--- config.mk ---
export PLATFORM = sky130hd
export DESIGN_NAME = position_encoder
export DESIGN_NICKNAME = d
export VERILOG_FILES = /design/src/rtl/pos_pkg.sv /design/src/rtl/btn_debounce.sv /design/src/rtl/position_encoder.sv
export SDC_FILE = /design/constraint.sdc
export NUM_CORES = 1
export LEC_CHECK = 0
export CAP_MARGIN = 20
export CORE_UTILIZATION = 50
export DETAILED_ROUTE_END_ITERATION = 10
export PLACE_DENSITY = 0.74
export SYNTH_ARGS = -nofsm -noshare
export SYNTH_HDL_FRONTEND = slang
export SYNTH_SLANG_ARGS = --single-unit
export TNS_END_PERCENT = 10
--- constraint.sdc ---
create_clock -name clock -period 5.9 [get_ports clock]
set_clock_uncertainty 0.15 [all_clocks]
set_input_delay 0.885 -clock clock [delete_from_list [all_inputs] [get_ports clock]]
set_output_delay 0.885 -clock clock [all_outputs]
set_load 0.02 [all_outputs]
--- src/rtl/pos_pkg.sv ---
// Shared constants for the board position encoder/decoder pair.
package pos_pkg;

  localparam int unsigned POS_W       = 4;
  localparam int unsigned DEF_NUM_POS = 9;

  typedef enum logic [1:0] {
    IDLE     = 2'd0,
    VALID    = 2'd1,
    WAIT_REL = 2'd2
  } pos_state_e;

endpackage

--- src/rtl/btn_debounce.sv ---
// Two-flop synchroniser plus whole-vector debounce producing the accepted button vector.
// Build option: POSITION_ENCODER_DEBOUNCE_EN adds the DB_CYCLES stability counter.
module btn_debounce #(
  parameter int unsigned NUM_POS = 9
`ifdef POSITION_ENCODER_DEBOUNCE_EN
  ,
  parameter int unsigned DB_CYCLES = 16
`endif
) (
  input  logic               i_clock,
  input  logic               i_reset_n,
  input  logic [NUM_POS-1:0] i_btn,
  output logic [NUM_POS-1:0] o_db_vec
);

  logic [NUM_POS-1:0] r_sync1;
  logic [NUM_POS-1:0] r_sync2;
  logic [NUM_POS-1:0] r_db;

  always_ff @(posedge i_clock or negedge i_reset_n) begin
    if (!i_reset_n) begin
      r_sync1 <= '0;
      r_sync2 <= '0;
    end else begin
      r_sync1 <= i_btn;
      r_sync2 <= r_sync1;
    end
  end

`ifdef POSITION_ENCODER_DEBOUNCE_EN
  localparam int unsigned CNT_W = $clog2(DB_CYCLES + 1);

  logic [CNT_W-1:0] r_cnt;

  // r_sync1 != r_sync2 means sync_vec changes on this edge, so the count restarts with it.
  always_ff @(posedge i_clock or negedge i_reset_n) begin
    if (!i_reset_n) begin
      r_cnt <= '0;
      r_db  <= '0;
    end else if ((r_sync1 != r_sync2) || (r_sync2 == r_db)) begin
      r_cnt <= '0;
    end else if (r_cnt == CNT_W'(DB_CYCLES)) begin
      r_cnt <= '0;
      r_db  <= r_sync2;
    end else begin
      r_cnt <= r_cnt + CNT_W'(1);
    end
  end
`else
  always_ff @(posedge i_clock or negedge i_reset_n) begin
    if (!i_reset_n) begin
      r_db <= '0;
    end else begin
      r_db <= r_sync2;
    end
  end
`endif

  assign o_db_vec = r_db;

endmodule

--- src/rtl/position_encoder.sv ---
// Board cell buttons to 4-bit position code with valid/ack handshake and multi-press reject.
// Build option: POSITION_ENCODER_DEBOUNCE_EN enables the DB_CYCLES debounce counter.
module position_encoder
  import pos_pkg::*;
#(
  parameter int unsigned NUM_POS = DEF_NUM_POS
`ifdef POSITION_ENCODER_DEBOUNCE_EN
  ,
  parameter int unsigned DB_CYCLES = 16
`endif
) (
  input  logic               clock,
  input  logic               reset_n,
  input  logic [NUM_POS-1:0] btn_in,
  input  logic               pos_ack,
  output logic [POS_W-1:0]   pos_out,
  output logic               pos_valid,
  output logic               multi_err,
  output logic               busy
);

  logic [NUM_POS-1:0] w_db_vec;
  logic [POS_W:0]     w_ones;
  logic [POS_W-1:0]   w_idx;
  logic               w_any;
  logic               w_one;

  pos_state_e       r_state;
  pos_state_e       w_state_next;
  logic [POS_W-1:0] r_pos_out;
  logic [POS_W-1:0] w_pos_out_next;
  logic             r_pos_valid;
  logic             w_pos_valid_next;
  logic             r_multi_err;
  logic             w_multi_err_next;

  btn_debounce #(
    .NUM_POS  (NUM_POS)
`ifdef POSITION_ENCODER_DEBOUNCE_EN
    ,
    .DB_CYCLES(DB_CYCLES)
`endif
  ) u_btn_debounce (
    .i_clock  (clock),
    .i_reset_n(reset_n),
    .i_btn    (btn_in),
    .o_db_vec (w_db_vec)
  );

  // w_idx is only meaningful when exactly one bit is set.
  always_comb begin
    w_ones = '0;
    w_idx  = '0;
    for (int unsigned i = 0; i < NUM_POS; i++) begin
      if (w_db_vec[i]) begin
        w_ones = w_ones + (POS_W + 1)'(1);
        w_idx  = POS_W'(i);
      end
    end
  end

  assign w_any = |w_db_vec;
  assign w_one = (w_ones == (POS_W + 1)'(1));

  always_comb begin
    w_state_next     = r_state;
    w_pos_out_next   = r_pos_out;
    w_pos_valid_next = r_pos_valid;
    w_multi_err_next = 1'b0;
    unique case (r_state)
      IDLE: begin
        if (w_one) begin
          w_pos_out_next   = w_idx;
          w_pos_valid_next = 1'b1;
          w_state_next     = VALID;
        end else if (w_any) begin
          w_multi_err_next = 1'b1;
          w_state_next     = WAIT_REL;
        end
      end
      VALID: begin
        if (pos_ack) begin
          w_pos_valid_next = 1'b0;
          w_state_next     = WAIT_REL;
        end
      end
      WAIT_REL: begin
        if (!w_any) begin
          w_state_next = IDLE;
        end
      end
      default: begin
        w_pos_valid_next = 1'b0;
        w_state_next     = IDLE;
      end
    endcase
  end

  always_ff @(posedge clock or negedge reset_n) begin
    if (!reset_n) begin
      r_state     <= IDLE;
      r_pos_out   <= '0;
      r_pos_valid <= 1'b0;
      r_multi_err <= 1'b0;
    end else begin
      r_state     <= w_state_next;
      r_pos_out   <= w_pos_out_next;
      r_pos_valid <= w_pos_valid_next;
      r_multi_err <= w_multi_err_next;
    end
  end

  assign pos_out   = r_pos_out;
  assign pos_valid = r_pos_valid;
  assign multi_err = r_multi_err;
  assign busy      = (r_state != IDLE);

endmodule

* After elaboration in Yosys (flattened, before gate mapping)
Index checks and enable logic that the tools add are counted.
Word-level totals: logic and storage cells 57, register bits 35
Cells by class: eq/ne operators 7, $add $sub $neg 8, reductions and logical operators 6, muxes and demuxes 28, bitwise operators 1
Operators with widths (count):
- adder 5 x 1 -> 5 bit, second input constant | 8
- 2-to-1 mux 5 bit | 8
- 2-to-1 mux 4 bit | 7
- OR reduction 9 bit | 1
- 2-to-1 mux 2 bit | 4
- 2-to-1 mux 1 bit | 7
- != test 2 bit, second input constant | 3
- one-hot mux 2 bit (3 select lines) | 1
- AND reduction 3 bit | 2
- equality test 5 x 1 -> 1 bit, second input constant | 1
- != test 3 bit, second input constant | 1
- one-hot mux 1 bit (3 select lines) | 1
- equality test 2 x 1 -> 1 bit, second input constant | 1
- equality test 2 bit, second input constant | 1
- zero test 2 bit | 1
- AND reduction 2 bit | 1
- nonzero test 2 bit | 1
- inverter 1 bit | 1

* Logic depth before layout (Yosys ltp)
Gate-level depths: netlist of run 1.
word-level depth 20, depth in mapped cells 28, gate-level depth less buffers 28

* Modules after synthesis
A second synthesis of run 1 with hierarchy kept.
Unflattened totals: cell total of the unflattened synthesis 161, area total of the unflattened synthesis 1801.7 µm²
Modules (own cells, without submodules):
- position_encoder | cells an instance 134, seq. area each 200.2 µm², times used 1, area each 1126.1 µm²
- btn_debounce | cells an instance 27, seq. area each 675.6 µm², times used 1, area each 675.6 µm²

* Least setup slack after synthesis of run 1
Ideal clock, no wire load.
path type register to register, start point register u_btn_debounce.r_db[0] (netlist: u_btn_debounce.o_db_vec[0]), end point register r_pos_out[0] (netlist: pos_out[0]), data arrival time 5.266 ns, clock period less this slack 5.541 ns, library setup time 0.125 ns, stages on the path, launching flop included 28, path slack 0.359 ns, cells stage by stage dfrtp_1 -> ha_1 -> nor2b_1 -> or2_2 -> ha_1 -> nor2b_1 -> nor2_1 -> ha_1 -> nand2_1 -> o31ai_1 -> ha_1 -> inv_1 -> a221o_1 -> nor2_1 -> ha_1 -> nand2_1 -> o31ai_1 -> ha_1 -> mux2_2 -> ha_1 -> nand2_1 -> xnor2_1 -> nand2b_1 -> and4b_1 -> a21oi_1 -> a211oi_4 -> nand3_4 -> mux2_4
On the way: cells in the longest elaborated chain, start to end 19
Ends and longest elaborated chain:
- from (decl) | RTL line btn_debounce.sv:18 | logic [NUM_POS-1:0] r_db;
- from (signal assigned) | RTL line btn_debounce.sv:54 | r_db <= r_sync2;
- 2-to-1 mux 1 bit * | RTL line position_encoder.sv:55 | if (w_db_vec[i]) begin
- adder 5 x 1 -> 5 bit | RTL line position_encoder.sv:56 | w_ones = w_ones + (POS_W + 1)'(1);
- 2-to-1 mux 5 bit * | RTL line position_encoder.sv:55
- adder 5 x 1 -> 5 bit | RTL line position_encoder.sv:56
- 2-to-1 mux 5 bit * | RTL line position_encoder.sv:55
- adder 5 x 1 -> 5 bit | RTL line position_encoder.sv:56
- 2-to-1 mux 5 bit * | RTL line position_encoder.sv:55
- adder 5 x 1 -> 5 bit | RTL line position_encoder.sv:56
- [... 3 more ...]
- adder 5 x 1 -> 5 bit | RTL line position_encoder.sv:56
- 2-to-1 mux 5 bit * | RTL line position_encoder.sv:55
- adder 5 x 1 -> 5 bit | RTL line position_encoder.sv:56
- 2-to-1 mux 5 bit * | RTL line position_encoder.sv:55
- adder 5 x 1 -> 5 bit | RTL line position_encoder.sv:56
- 2-to-1 mux 5 bit * | RTL line position_encoder.sv:55
- equality test 5 x 1 -> 1 bit * | RTL line position_encoder.sv:63 | assign w_one = (w_ones == (POS_W + 1)'(1));
- AND reduction 2 bit (no source line) *
- to (signal assigned) | RTL line position_encoder.sv:107 | r_pos_out <= w_pos_out_next;
- to (decl) | RTL line position_encoder.sv:30 | logic [POS_W-1:0] r_pos_out;
Every way passes the cells marked *; elsewhere a longest branch is shown, timed or not. A chain may end at the register's enable or synchronous reset.

* Final worst setup path of run 1
start point register u_btn_debounce.r_db[1] (netlist: u_btn_debounce.o_db_vec[1]), end point register r_pos_out[1] (netlist: pos_out[1])
On the way: cells in the longest elaborated chain, start to end 17
Ends and longest elaborated chain (RTL line):
- 2-to-1 mux 5 bit * | position_encoder.sv:55
- adder 5 x 1 -> 5 bit | position_encoder.sv:56
- 2-to-1 mux 5 bit * | position_encoder.sv:55
- adder 5 x 1 -> 5 bit | position_encoder.sv:56
- 2-to-1 mux 5 bit * | position_encoder.sv:55
- adder 5 x 1 -> 5 bit | position_encoder.sv:56
- 2-to-1 mux 5 bit * | position_encoder.sv:55
- adder 5 x 1 -> 5 bit | position_encoder.sv:56
- 2-to-1 mux 5 bit * | position_encoder.sv:55
- adder 5 x 1 -> 5 bit | position_encoder.sv:56
- 2-to-1 mux 5 bit * | position_encoder.sv:55
- adder 5 x 1 -> 5 bit | position_encoder.sv:56
- 2-to-1 mux 5 bit * | position_encoder.sv:55
- adder 5 x 1 -> 5 bit | position_encoder.sv:56
- 2-to-1 mux 5 bit * | position_encoder.sv:55
- equality test 5 x 1 -> 1 bit * | position_encoder.sv:63
- AND reduction 2 bit (no source line) *
Marked as above.

==> impl_results.md, run 1 <==
* Status: completed
* Mux cell area share after synthesis at 5.04%
* Max Cap Viol at 0
* Simple-gate area share of the yosys netlist at 17.2%
* Initial detailed-routing violation count at 94
* Vias in the first global route at 1,248
* Maximum clock frequency at roughly 180 MHz
* Final Hold Violating Endpoints at 0
* Gp weighted congestion at about 0.92
* Ys Warns at 0
* Clk_lat worst skew at 0.31 ns
* Reg2reg setup slack at roughly 0.20 ns
* Max incr delay on CP at 0.40 ns
* Cells on worst reg2reg path at 27
* Row Count at 21
* Synth top cells by count: dfrtp_1 (35), nor2_1 (15), nand2_1 (13)
* Hold-fix buffers, CTS at 0
* Combinational family with the most area after synthesis: simple AND/OR/NAND/NOR gates
* Critical Path End Type: register
* Buf/Inv on CP at 1
* Worst Hold End: u_btn_debounce.r_sync2[6]
* Port Buffer Count at 18
* Vias at roughly 1,300
* Share of flip-flops with an asynchronous set or reset at 100%
* Final setup viols at 0
* Die height at about 63 µm
* Largest delay share family, worst path: adder cells
* Synth Area in XOR/XNOR at 10.0%
* Fillers at 282
* Htree depth at 2
* Area leader, netlist: dfrtp_1
* CTS Buf Count at 5
* Arr. time, crit path at about 5.7 ns
* DRT Pass-1 Iters at 4
* Detailed Route WL at ~3.2 mm
* Minimum clock period at ~5.7 ns
* Reg power frac at between 30 and 40%
* Normalized max-slew margin at approximately a third
* P_sw at 0.230 mW
* Hold Path Depth at 0
* Clock buffer depth at 2
* Total power at between 0.7 and 0.8 mW
* Lkg Pwr at between 0.9 and 1 nW
* Hold Path Class: register to register
* Io pins at 19
* Synth area leaders: dfrtp_1 (48%), ha_1 (6.1%), mux2_4 (3.3%)
* Synth Area in Adders at between 6 and 7%
* Switching share of total power at about a third
* Req. time, crit path at 5.95 ns
* Post-synth EDFFs at 0
* Syn avg cell area at 11.3 µm²
* R2r startpoint: u_btn_debounce.o_db_vec[1]
* Synth cell types at between 40 and 50
* Max Slew Vio Count at 0
* Pwr per Cell Area at between 300 and 400 nW/µm²
* Largest net degree at the start of global routing at 36
* Cells after Synth at about 160
* Critical-path top delay cell: dfrtp_1
* Root Driver: clkbuf_4
* Crit path kind: register to register
* Share of layout cells above drive strength 1 at a little over a fifth
* Post-Syn Nets at 184
* Seq/Total Area, Yosys at a little under half
* Die width at ~63 µm
* Vias per cell at approximately 5.5
* Synth-to-Final Area Change at 23.6%
* Clock sinks at 35
* Commonest register cell after synthesis: dfrtp_1
* Hold WS at ~0.20 ns
* Most frequent cell after synthesis: dfrtp_1
* Crit Path Max Fanout at 5
* Gr usage total at between 15 and 20%
* Nets at between 200 and 250
* Synth Area in Compound Gates at a little over a tenth
* Routed WL per cell at between 10 and 15 µm
* Worst r2r dst: pos_out[1]
* Top cell by count, worst path: ha_1
* Period utilization at 96.5%
* Clock power share at ~15%
* Die area at roughly 4000 µm²
* Worst-Margin Slew at between 1 and 1.5 ns
* Power share of the combinational group at a little under half
* Core area at approximately 3400 µm²
* CTS tree: done
* Routed Antenna Nets at 0
* Detailed Place HPWL at approximately 2.3 mm
* Crit path launch type: register
* P_int at between 0.4 and 0.5 mW
* VDD IR-drop max at between 0.00015 and 0.0002 V
* Synthesized cell area at 1840 µm²
* First-pass GRT wire length at 5.57 mm
* # diodes at 0
* #FFs+latches synth at 35
* Initial antenna violation count at 0
* Hold_sp: u_btn_debounce.r_sync1[6]
* GR Overflow Total at 0
* Synth top area share at about 48%
* CTS clock-pin slew for the worst setup and hold paths at 0.08 ns
* DRC at 0
* Initial Utilization at 53.8%
==> cells in the final DEF (no fill, tap or decap), types with 3 or more instances in the layout <==
cell and n:
mux2_4 5, nor3b_1 3, buf_4 8, clkbuf_4 5, ha_1 5, xnor2_1 5
dfrtp_1 35, o311ai_0 3, nor2_1 14, nor4b_1 3, o21ai_0 4, ha_4 3
nand2b_1 3, nand2_1 11, inv_1 5, clkdlybuf4s50_1 18, a21oi_1 4, nand3_1 5
==> state kept, by name, indices dropped and copies added, names as in the netlist <==
register / flops
r_state: 2
pos_out: 4
u_btn_debounce.r_sync2: 9
multi_err: 1
u_btn_debounce.r_sync1: 9
u_btn_debounce.o_db_vec: 9
pos_valid: 1
==> cell type report <==
type                    instances  area, µm²  area share, %
clock buffers                   6       41.3           1.82
inverters                       7       26.3           1.16
multi-input cells             114       1030           45.3
flip-flops and latches         35        876           38.6
well taps                      46       57.6           2.53
repair buffers                 26        240           10.6
==> per-stage QoR <==
step	util [%]	area [µm²]	setup TNS (ns)	instances	worst slack, ns
after floorplan	-	1840	0	163	0.359
after global placement	60.3	2060	0	222	0.0710
after detailed placement	60.3	2060	-0.331	222	-0.0864
after CTS	62.3	2130	0	230	0.0244
after global routing	66.5	2270	-0.229	234	-0.0650
final	66.5	2270	0	234	0.205
==> worst reg2reg max path, stage by stage (launching register included) <==
cell and delay, ns:
dfrtp_1 0.40, ha_2 0.21, nor2b_4 0.13, or2_4 0.24, ha_4 0.25, nor2b_4 0.13, nor2_1 0.07, ha_1 0.33
nand2_1 0.12, o31ai_1 0.09, ha_1 0.32, inv_1 0.04, a221o_1 0.35, nor2_2 0.12, ha_1 0.25, nand2_2 0.10
o31ai_4 0.10, ha_1 0.34, mux2_4 0.28, ha_4 0.16, nand2_4 0.07, xnor2_4 0.13, nand2b_4 0.15, and4b_1 0.18
a21oi_1 0.06, a211oi_4 0.33, nand3_4 0.16, mux2_4 0.32
==> how the worst max path moves through the flow <==
stage	slack [ns]	from	cells after the start	to
final	0.20	u_btn_debounce.o_db_vec[1]	27	pos_out[1]
after global routing	-0.07	u_btn_debounce.o_db_vec[1]	28	pos_out[1]
after CTS	0.02	u_btn_debounce.o_db_vec[0]	27	pos_out[1]
after global placement	0.07	u_btn_debounce.o_db_vec[0]	27	pos_out[1]
after floorplan	0.36	u_btn_debounce.o_db_vec[0]	27	pos_out[0]
after detailed placement	-0.09	u_btn_debounce.o_db_vec[0]	27	pos_out[1]
==> power groups by stage <==
stage          combinational (mW)  sequential (mW)  clock, mW
6_report                    0.320            0.279      0.104
5_1_grt                     0.348            0.283      0.121
3_5_place_dp                0.253            0.284          0
2_1_floorplan               0.173            0.293          0
3_3_place_gp                0.245            0.282          0
4_1_cts                     0.264            0.279      0.110
==> cells by family after synthesis <==
logic type / count (synthesis)
AND/OR/NAND/NOR: 58
flip-flops: 35
AO/OA/AOI/OAI: 27
buffers and inverters: 14
XOR/XNOR: 13
adder cells (fa/ha/maj): 9
multiplexers: 7
==> metal layers <==
layer / vias to the layer above / track usage (%) / share of wire (%)
met5: - / 0 / 0
met4: 0 / 10.8 / 2.5
met3: 9 / 4.20 / 2.4
met2: 22 / 31.3 / 52
met1: 626 / 21.8 / 43
li1: 625 / - / -
==> what timing repair did <==
| item | in CTS | in global routing |
|---|---|---|
| setup endpoints to repair | 4 | 8 |
| pin swaps | 2 | 11 |
| resized for setup | 2 | 24 |
| buffers inserted | 2 | 4 |
No activity file was read; power rests on OpenSTA's default activity.
==> run 2: changes to the inputs <==
--- a/config.mk
+++ b/config.mk
@@ -6,6 +6,7 @@
 export NUM_CORES = 1
 export LEC_CHECK = 0
 export CAP_MARGIN = 20
+export CORE_MARGIN = 5
 export CORE_UTILIZATION = 50
 export DETAILED_ROUTE_END_ITERATION = 10
 export PLACE_DENSITY = 0.74
==> run 2 against run 1 <==
Against the previous run:
- flip-flop and latch count unchanged
- final cell count rose by 3.4%
- count of clock-buffer cells in the layout up 1
- critical path type unchanged
- critical endpoint is now pos_out[0]
==> impl_results.md, run 2 (same netlist as run 1, synthesis figures left out) <==
* Status: completed
* CTS tree: done
* Fillers at 273 (-3.2%)
* Row Count at 22 (+4.8%)
* Vias at 1,301 (+1.5%)
* Crit Path Max Fanout at 5 (unchanged)
* Minimum clock period at 5.76 ns (+0.0680 ns)
* Pwr per Cell Area at 324 nW/µm² (+4.6%)
* Gr usage total at 13.6% (-5.0 points)
* Arr. time, crit path at 5.78 ns (+0.04 ns)
* Hold-fix buffers, CTS at 0 (unchanged)
* Io pins at 19 (unchanged)
* # diodes at 0 (unchanged)
* Die area at 4990 µm² (+27%)
* Post-Layout Cell Count at 242 (+3.4%)
* Dpl cells at 226 (+1.8%)
* Detailed Place HPWL at 2.30 mm (-1.0%)
* Detailed Route WL at 3.32 mm (+2.6%)
* Clock buffer depth at 2 (unchanged)
* Gp weighted congestion at 0.897 (-2.0%)
* Lkg Pwr at 0.995 nW (+2.9%)
* Vias per cell at 5.38 (-1.9%)
* Most common cell after layout, fill and taps aside: dfrtp_1
* Area after detailed placement at 2080 µm² (+0.85%)
* Share of layout cells above drive strength 1 at 24.2% (+2.4 points)
* Initial detailed-routing violation count at 85 (-9.6%)
* Total power at 0.753 mW (+7.1%)
* Htree depth at 2 (unchanged)
* Routed WL per cell at 13.7 µm (-0.83%)
* DRC at 0 (unchanged)
* Design Area, Final at 2330 µm² (+2.4%)
* First-pass GRT wire length at 5.45 mm (-2.1%)
* Largest delay share family, worst path: adder cells
* Die width at 70.6 µm (+13%)
* GR Overflow Total at 0 (unchanged)
* Initial antenna violation count at 0 (unchanged)
* Crit path kind: register to register
* Synth-to-Final Area Change at 26.5%
* Top cell by count, worst path: ha_1
* Worst-Margin Slew at 0.797 ns (-0.211 ns)
* Req. time, crit path at 5.92 ns (-0.03 ns)
* Maximum clock frequency at 174 MHz (-1.2%)
* DRT Pass-1 Iters at 4 (unchanged)
* Nets at 214 (+1.9%)
* Root Driver: clkbuf_8
* Crit path launch type: register
* Final Hold Violating Endpoints at 0 (unchanged)
* CTS clock-pin slew for the worst setup and hold paths at 0.07 ns (about the same)
* Critical Path End Type: register
* Core area at 3610 µm² (+5.6%)
* Normalized max-slew margin at 46.1% (+14 points)
* Critical-path top delay cell: dfrtp_1
* Initial Utilization at 51.0% (-2.8 points)
* Routed Antenna Nets at 0 (unchanged)
* Most frequent cells in the layout: dfrtp_1 (35), clkdlybuf4s50_1 (18), nor2_1 (15)
* Clock sinks at 35 (unchanged)
* Max Cap Viol at 0 (unchanged)
* Die height at 70.6 µm (+13%)
* Hold Path Class: register to register
* Final setup viols at 0 (unchanged)
* Max incr delay on CP at 0.39 ns (about the same)
* Port Buffer Count at 18 (unchanged)
* VDD IR-drop max at 0.000261 V (+40%)
* Clk_lat worst skew at 0.28 ns (-0.03 ns)
* Buf/Inv on CP at 1 (unchanged)
* Max Slew Vio Count at 0 (unchanged)
* Vias in the first global route at 1,241 (-0.56%)
* CTS Buf Count at 5 (unchanged)
* Period utilization at 97.7% (+1.2 points)
* Largest net degree at the start of global routing at 36 (unchanged)
[run 2: cell types whose count changed in the layout (fill, tap and decap cells not counted), sizes merged]
cell,change
clkbuf,+1
clkinv,+1
buf,+4
[run 2: layout make-up]
cell class | instances | area [µm²] | share of cell area (%)
Inverter | 7 | 26.3 | 1.13
Sequential cell | 35 | 876 | 37.7
Clock inverter | 1 | 5.00 | 0.215
Tap cell | 48 | 60.1 | 2.58
Clock buffer | 7 | 76.3 | 3.28
Multi-Input combinational cell | 114 | 1010 | 43.5
Timing Repair Buffer | 30 | 270 | 11.6
[run 2: final timing paths]
path	start	end	slack, ns	depth (start not counted)
worst max-delay path	u_btn_debounce.o_db_vec[1]	pos_out[0]	0.14	27
worst min-delay path	u_btn_debounce.r_sync2[8]	u_btn_debounce.o_db_vec[8]	0.19	0
worst max register to register	u_btn_debounce.o_db_vec[1]	pos_out[0]	0.14	27
worst min register to register	u_btn_debounce.r_sync2[8]	u_btn_debounce.o_db_vec[8]	0.19	0
max in group asynchronous	reset_n	u_btn_debounce.r_sync1[4]	4.46	2
min in group asynchronous	reset_n	r_state[0]	0.85	2
[run 2: worst register-to-register path: cells and delay by family (launching register included)]
| kind | cells | cell delay [ns] |
|---|---|---|
| fa+ha+maj | 7 | 1.85 |
| compound gates | 5 | 0.94 |
| simple gates | 11 | 1.55 |
| flops | 1 | 0.39 |
| buf+inv | 1 | 0.05 |
| xor+xnor | 1 | 0.14 |
| mux | 2 | 0.61 |
[run 2: where the power goes]
part	switching (mW)	leakage, nW	internal, mW
clock	0.0722	0.0422	0.0825
sequential	0.0172	0.419	0.263
combinational	0.155	0.534	0.164
total	0.244	0.995	0.509
[run 2: stage by stage]
step	hold slack [ns]	setup WS [ns]	utilization, %	TNS (ns)
after floorplan	0.181	0.359	-	0
after global placement	0.182	0.0969	57.6	0
after detailed placement	0.185	-0.0831	57.6	-0.330
after CTS	0.192	0.0316	60.9	0
after global routing	0.193	-0.0712	64.5	-0.267
final	0.187	0.137	64.5	0
[run 2: layer usage]
layer	part of all wire (%)	up-vias	track usage, %	wire, µm
met2	52	34	24.2	1730
met1	42	632	15.9	1390
met5	0	-	0	0
met4	1.5	0	5.43	51
li1	-	631	-	-
met3	4.3	4	3.13	143
[run 2: what timing repair did]
item	4_1_cts	5_1_grt
setup buffers	2	6
gates resized for setup	3	20
setup endpoints to repair	4	8
pin swaps	4	11
